## src/rtl/store_narrow.sv

```systemverilog
`default_nettype none
// ============================================================================
// Module   : store_narrow
// Purpose  : Store-path narrowing unit. Takes a 32-bit register value and a
//            size/address from the MEM stage, replicates the value onto the
//            proper byte lanes, generates byte enables and performs a
//            request/grant write handshake with data memory. Misaligned and
//            illegal-size stores are rejected without touching memory, and a
//            memory that never grants is abandoned after TIMEOUT cycles.
// Ports    : clk, reset_n          - clock, async active-low reset
//            st_valid/st_ready     - store request handshake from pipeline
//            st_size/addr/data     - store size (00 B, 01 H, 10 W), address, data
//            mem_req/mem_gnt       - memory write request / grant
//            mem_addr/wdata/be     - word address, lane data, byte enables
//            done/err/err_code     - completion pulse and its status
//            store_count           - saturating count of successful stores
// Revision : 1.0 - initial release
// ============================================================================
module store_narrow #(
  parameter int TIMEOUT = 16,
  parameter int CNT_W   = 16
) (
  input  logic             clk,
  input  logic             reset_n,
  input  logic             st_valid,
  output logic             st_ready,
  input  logic [1:0]       st_size,
  input  logic [31:0]      st_addr,
  input  logic [31:0]      st_data,
  output logic             mem_req,
  input  logic             mem_gnt,
  output logic [31:0]      mem_addr,
  output logic [31:0]      mem_wdata,
  output logic [3:0]       mem_be,
  output logic             done,
  output logic             err,
  output logic [1:0]       err_code,
  output logic [CNT_W-1:0] store_count
);

  localparam logic [1:0] IDLE  = 2'd0;
  localparam logic [1:0] REQ   = 2'd1;
  localparam logic [1:0] FAULT = 2'd2;

  localparam logic [1:0] CODE_MISALIGN = 2'b01;
  localparam logic [1:0] CODE_ILLEGAL  = 2'b10;
  localparam logic [1:0] CODE_TIMEOUT  = 2'b11;

  // Last value of the wait counter before the store is abandoned.
  localparam logic [15:0] WAIT_LAST = 16'(TIMEOUT - 1);

  logic [1:0]  state;
  logic [1:0]  next_state;
  logic [15:0] wait_cnt;

  logic        accept;
  logic        size_bad;
  logic        misalign;
  logic        fault;
  logic        granted;
  logic        timed_out;
  logic [31:0] lane_wdata;
  logic [3:0]  lane_be;

  // --------------------------------------------------------------------------
  // Request decode
  // --------------------------------------------------------------------------
  assign accept    = st_valid && st_ready;
  assign size_bad  = (st_size == 2'b11);
  assign misalign  = ((st_size == 2'b01) && st_addr[0]) ||
                     ((st_size == 2'b10) && (st_addr[1:0] != 2'b00));
  assign fault     = size_bad || misalign;
  assign granted   = (state == REQ) && mem_gnt;
  // Grant takes priority: a grant on the final wait cycle is a success.
  assign timed_out = (state == REQ) && !mem_gnt && (wait_cnt == WAIT_LAST);

  // Lane replication and byte-enable generation.
  always_comb begin
    lane_wdata = st_data;
    lane_be    = 4'b1111;
    case (st_size)
      2'b00: begin
        lane_wdata = {4{st_data[7:0]}};
        lane_be    = 4'b0001 << st_addr[1:0];
      end
      2'b01: begin
        lane_wdata = {2{st_data[15:0]}};
        lane_be    = st_addr[1] ? 4'b1100 : 4'b0011;
      end
      default: begin
        lane_wdata = st_data;
        lane_be    = 4'b1111;
      end
    endcase
  end

  // --------------------------------------------------------------------------
  // FSM: state register
  // --------------------------------------------------------------------------
  always_ff @(posedge clk or negedge reset_n) begin
    if (!reset_n) begin
      state <= IDLE;
    end else begin
      state <= next_state;
    end
  end

  // FSM: next-state logic
  always_comb begin
    next_state = state;
    case (state)
      IDLE: begin
        if (accept) begin
          next_state = fault ? FAULT : REQ;
        end
      end
      REQ: begin
        if (granted || timed_out) begin
          next_state = IDLE;
        end
      end
      FAULT:   next_state = IDLE;
      default: next_state = IDLE;
    endcase
  end

  // FSM: outputs decoded from state
  always_comb begin
    st_ready = (state == IDLE);
    mem_req  = (state == REQ);
  end

  // --------------------------------------------------------------------------
  // Datapath: write-port registers, status pulses, counters
  // --------------------------------------------------------------------------
  always_ff @(posedge clk or negedge reset_n) begin
    if (!reset_n) begin
      mem_addr    <= 32'd0;
      mem_wdata   <= 32'd0;
      mem_be      <= 4'd0;
      done        <= 1'b0;
      err         <= 1'b0;
      err_code    <= 2'b00;
      store_count <= '0;
      wait_cnt    <= 16'd0;
    end else begin
      // Status outputs are single-cycle pulses unless set below.
      done     <= 1'b0;
      err      <= 1'b0;
      err_code <= 2'b00;

      if (accept) begin
        mem_addr  <= {st_addr[31:2], 2'b00};
        mem_wdata <= lane_wdata;
        // Rejected stores never reach memory, so no lanes are enabled.
        mem_be    <= fault ? 4'b0000 : lane_be;
        wait_cnt  <= 16'd0;
        if (fault) begin
          done     <= 1'b1;
          err      <= 1'b1;
          err_code <= size_bad ? CODE_ILLEGAL : CODE_MISALIGN;
        end
      end else if (granted) begin
        done <= 1'b1;
        if (store_count != {CNT_W{1'b1}}) begin
          store_count <= store_count + CNT_W'(1);
        end
      end else if (timed_out) begin
        done     <= 1'b1;
        err      <= 1'b1;
        err_code <= CODE_TIMEOUT;
      end else if (state == REQ) begin
        wait_cnt <= wait_cnt + 16'd1;
      end
    end
  end

endmodule
`default_nettype wire

```

## config.mk

```make
export PLATFORM = sky130hd
export DESIGN_NAME = store_narrow
export DESIGN_NICKNAME = d
export VERILOG_FILES = /design/src/rtl/store_narrow.sv
export SDC_FILE = /design/constraint.sdc
export NUM_CORES = 1
export LEC_CHECK = 0
export ABC_CLOCK_PERIOD_IN_PS = 5900
export CORE_AREA = 2 2 86 121
export DETAILED_ROUTE_END_ITERATION = 10
export DIE_AREA = 0 0 88 123
export PLACE_DENSITY = 0.84
export SLEW_MARGIN = 20
export SYNTH_ARGS = -nofsm -noshare
export SYNTH_HDL_FRONTEND = slang
export SYNTH_SLANG_ARGS = --single-unit
```

## constraint.sdc

```tcl
create_clock -name clk -period 5.9 [get_ports clk]
set_input_delay 1.475 -clock clk [delete_from_list [all_inputs] [get_ports clk]]
set_output_delay 1.475 -clock clk [all_outputs]
set_load 0.005 [all_outputs]
```

=== Word-level counts from Yosys, hierarchy flattened ===
Cells that the tools add are included.

* Register bits: 104
* Output and inout port bits: 90
* Word-level logic and storage cells: 63
* Input bits: 70

* Shift operators: 1
* Bitwise logic cells: 1
* Muxes and demuxes: 23
* Add/sub/neg operators: 2
* Reduce and logical (&&, ||, !) cells: 17
* Equality and inequality tests: 10

{| class="wikitable"
|+ Operators by type and width
! kind !! number
|-
| 16-bit two-way mux || 4
|-
| 32-bit one-hot mux with 2 select lines || 1
|-
| 16-bit by 1-bit adder with 16-bit output (second input constant) || 2
|-
| 16-bit by 4-bit == test with 1-bit output (second input constant) || 1
|-
| 2-bit two-way mux || 8
|-
| 16-bit inequality test (second input constant) || 1
|-
| 4-bit two-way mux || 2
|-
| 4-bit one-hot mux with 2 select lines || 1
|-
| 1-bit logical AND || 6
|-
| 1-bit two-way mux || 6
|-
| 3-bit AND reduction || 2
|-
| 2-bit by 1-bit == test with 1-bit output (second input constant) || 2
|-
| 2-bit == test (second input constant) || 2
|-
| 2-bit logical NOT || 2
|-
| 2-bit by 1-bit inequality test with 1-bit output (second input constant) || 2
|-
| 2-bit inequality test (second input constant) || 2
|-
| 2-bit one-hot mux with 2 select lines || 1
|-
| 2-bit nonzero test || 2
|-
| 1-bit by 2-bit << shifter with 4-bit output (first input constant) || 1
|-
| 1-bit logical OR || 3
|-
| 2-bit AND reduction || 1
|-
| 1-bit logical NOT || 1
|-
| 1-bit NOT || 1
|}

=== Longest topological paths before layout ===
* Depth in word-level cells: 7
* Mapped depth: 7
* Depth with buffers taken out: 5

=== Worst setup path before layout ===
Ideal clock, no wire load.

* Path type: input-to-reg
* Start: input port mem_gnt
* End: register wait_cnt[15]
* Path buffers: 1
* Required time: 5.822 ns
* Library setup time: 0.078 ns
* Cell stages on the path: 5
* Setup slack: 2.876 ns
* Data arrival time: 2.946 ns
* Cell sequence: or3b_1 -> buf_6 -> or4_4 -> or3_1 -> a21oi_1

* Word-level cells in the longest chain between the ends: 5
* Elaborated cells on any way between the ends: 7
* Classes of those cells: eq/ne: 2; reduce/logical: 5

{| class="wikitable"
|+ RTL lines
! item !! RTL line !! text
|-
| from (decl) || 31 || <nowiki>input logic mem_gnt,</nowiki>
|-
| 1-bit logical NOT || 75 || <nowiki>assign timed_out = (state == REQ) && !mem_gnt && (wait_cnt == WAIT_LAST);</nowiki>
|-
| 1-bit logical AND (2 in a row) || 75 ||
|-
| 2-bit inequality test (no source line) || n/a ||
|-
| 3-bit AND reduction (no source line) * || n/a ||
|-
| to (signal assigned) || 173 || <nowiki>wait_cnt <= wait_cnt + 16'd1;</nowiki>
|-
| to (decl) || 54 || <nowiki>logic [15:0] wait_cnt;</nowiki>
|}

Every way passes the cells marked *; elsewhere a longest branch is shown, timed or not.
A chain may end at the register's enable or synchronous reset.

=== Final worst setup path ===
* Start: input port mem_gnt
* End: register wait_cnt[11]

Same word-level chain as after synthesis.

==> key figures <==
Timing
  – Slew Limit Fails: 0
  – Number of failing hold endpoints at the final stage: 0
  – Worst Max-Slew Pin Slew: slightly above 0.9 ns
  – WHS: 0.477 ns
  – Crit path time final: approximately 3.3 ns
  – Final Setup Violations: 0
  – Crit share post-route: roughly 56%
  – Total negative setup slack: 0 ns
  – Clk_skew: roughly 0.0096 ns
  – RSZ-0062 raised after global routing: false
  – Final worst slack: approximately 2.6 ns
  – F_max: between 300 and 400 MHz
  – Rel. slew slack: a little under two fifths

Yosys
  – Synth warnings: 0
  – Synth area leaders: dfrtp_1 55%, nand2_1 13%, mux2i_1 5.8%, o21ai_0 3.6%, xnor2_1 3.0%
  – Mapped cell area: between 4000 and 5000 um^2
  – Cells after Synth: about 500
  – Syn_area_per_cell: roughly 9.4 um^2
  – Netlist cell types: 44
  – Post-synth EDFFs: 0
  – Cell accounting for the most synthesized area: dfrtp_1
  – Most used flip-flop cell after synthesis: dfrtp_1
  – Synthesized flop and latch total: between 100 and 150
  – Top cell type's share of synthesized area: 55.4%
  – FFs w/ async S/R, synth: between 90% and 100%
  – Sequential fraction of the synthesis area: about 55%

Die
  – Site Rows: 43
  – Die Height: 123 um
  – Die Width: approximately 88 um
  – Die area: ~11000 um^2
  – # IOs: between 150 and 200
  – Initial Utilization: between 40% and 50%
  – Core Footprint: around 9700 um^2

Finish
  – Fin util: approximately two thirds
  – Final net count: roughly 720
  – # diodes: 0
  – Share of cells above drive strength 1: between 3 and 4%
  – Area Growth Syn to Fin: 42.1%
  – Commonest non-fill, non-tap cell in the layout: nand2_1
  – Fillers: ~750
  – Most frequent cells in the layout: 160 x nand2_1, 156 x clkdlybuf4s50_1, 104 x dfrtp_1

Power
  – Pwr dens: around 320 nW/um^2
  – Leak: 3.04 nW
  – Total power: about 0.0021 W
  – Worst VDD drop: ~0.22 mV

Clock network
  – Num CTS Buffers: 9
  – Clk sinks: ~100
  – H-tree lvl count: 3
  – Worst skew pair latency: about 0.34 ns
  – CTS tree: built
  – Root Driver: clkbuf_16
  – Post-CTS Setup Bufs: 0
  – Clock Path Buffers: 2
  – PostCTS Resize Cnt: 0
  – Cts hold-fix bufs: 0
  – Clock Pin Slew Worst Setup and Hold Paths: 0.07 ns

Global route
  – GRT Overall Usage: a little under a quarter
  – Vias in the first global route: ~4000
  – First-pass GRT wire length: between 15 and 20 mm
  – Initial antenna violation count: 0
  – Largest net degree at the start of global routing: 108
  – GRT overflow: 0

Placed design
  – RD Place Congestion: 0.850
  – Input/output buffers: about 160
  – Hpwl dp: 8.63 mm
  – Pre-CTS setup slack: about 2.2 ns

Critical path
  – Critical path launch point type: primary input
  – Crit Path Max Fanout: 9
  – WP data required: 6.16 ns
  – Worst Setup Path Type: in2reg
  – Worst EP arrival: around 3.6 ns
  – Setup crit end kind: flip-flop

Status
  – Status: finished, final reports clean

Routing
  – # DRC: 0
  – Vias: 4135
  – Routed Antenna Nets: 0
  – Initial DRT Pass Iterations: 5
  – WL/cell: roughly 16 um
  – Final wirelength: about 12 mm
  – Initial DRC Count: ~290
  – Via density: around 5.3

Run
  – Max Cap Viol: 0

Min path
  – Worst hold path class: reg2reg
flip-flops by register name (all words and copies together) (netlist names):
register and count:
mem_wdata 32, mem_addr 30, store_count 16, wait_cnt 16, mem_be 4, err_code 2, state 2, done 1
err 1
synthesized netlist by cell type (4+ instances only):
master and n:
a21oi_1 16, and3_1 6, buf_1 5, clkbuf_1 22, dfrtp_1 104, mux2i_1 27, nand2_1 160, nand2b_1 5
nand3_1 14, nand4_1 8, nor2_1 23, nor3_1 7, nor4_1 6, o21ai_0 34, o31ai_1 4, xnor2_1 16
kinds of logic (layout without fill, tap and decap cells):
group	count (synthesis)	count (layout)	synth area share [%]
xor+xnor	19	19	3.54
simple gates	244	244	22.7
other cells	1	2	0.0799
compound gates	70	70	8.80
flops	104	104	55.4
mux	28	28	6.00
buf+inv	33	178	2.96
fa+ha+maj	2	2	0.533
layout make-up:
class                   instances  area (um^2)  share of cell area (%)
multi-input cells             365         1960                    29.4
well taps                     135          169                    2.53
clock buffers                  12          256                    3.85
clock inverters                 3         65.1                   0.976
repair buffers                160         1600                    24.1
inverters                       3         11.3                   0.169
flip-flops and latches        104         2600                    39.0
worst max-delay path, stage by stage:
cell and delay (ns):
clkdlybuf4s50_1 0.47, or3b_1 0.52, or4_4 0.62, or3_1 0.32, a21oi_1 0.16
metal layers:
layer	vias to the layer above	GRT usage [%]	share of wire (%)	wire length [um]
met1	1968	28.9	41	4950
li1	1968	-	-	-
met3	28	5.54	6.1	741
met5	-	0	0	0
met4	0	10.9	3.3	406
met2	171	36.9	50	6090
final timing paths:
path                                               start                         end  slack [ns]  cells past startpoint
worst max-delay path                             mem_gnt    wait_cnt[11]$_DFFE_PN0P_        2.58                      5
worst min-delay path            mem_addr[16]$_DFFE_PN0P_    mem_addr[16]$_DFFE_PN0P_        0.48                      2
max in group asynchronous                        reset_n       mem_be[1]$_DFFE_PN0P_        3.58                      2
min in group asynchronous                        reset_n  store_count[4]$_DFFE_PN0P_        1.15                      1
worst min register to register  mem_addr[16]$_DFFE_PN0P_    mem_addr[16]$_DFFE_PN0P_        0.48                      2
worst max register to register      state[1]$_DFFE_PN0P_    wait_cnt[11]$_DFFE_PN0P_        3.76                      4
through the flow:
step                      cell area (um^2)  instances
after floorplan                       4700        502
after global placement                6330        766
after detailed placement              6330        766
after CTS                             6650        781
after global routing                  6670        782
final                                 6670        782
power breakdown:
group,switching [W],total (W),internal [W],leakage [nW]
Sequential,0.0000819,0.000919,0.000837,1.34
Clock,0.000250,0.000642,0.000392,0.159
Combinational,0.000224,0.000543,0.000318,1.55
No activity file was read; power rests on OpenSTA's default activity.
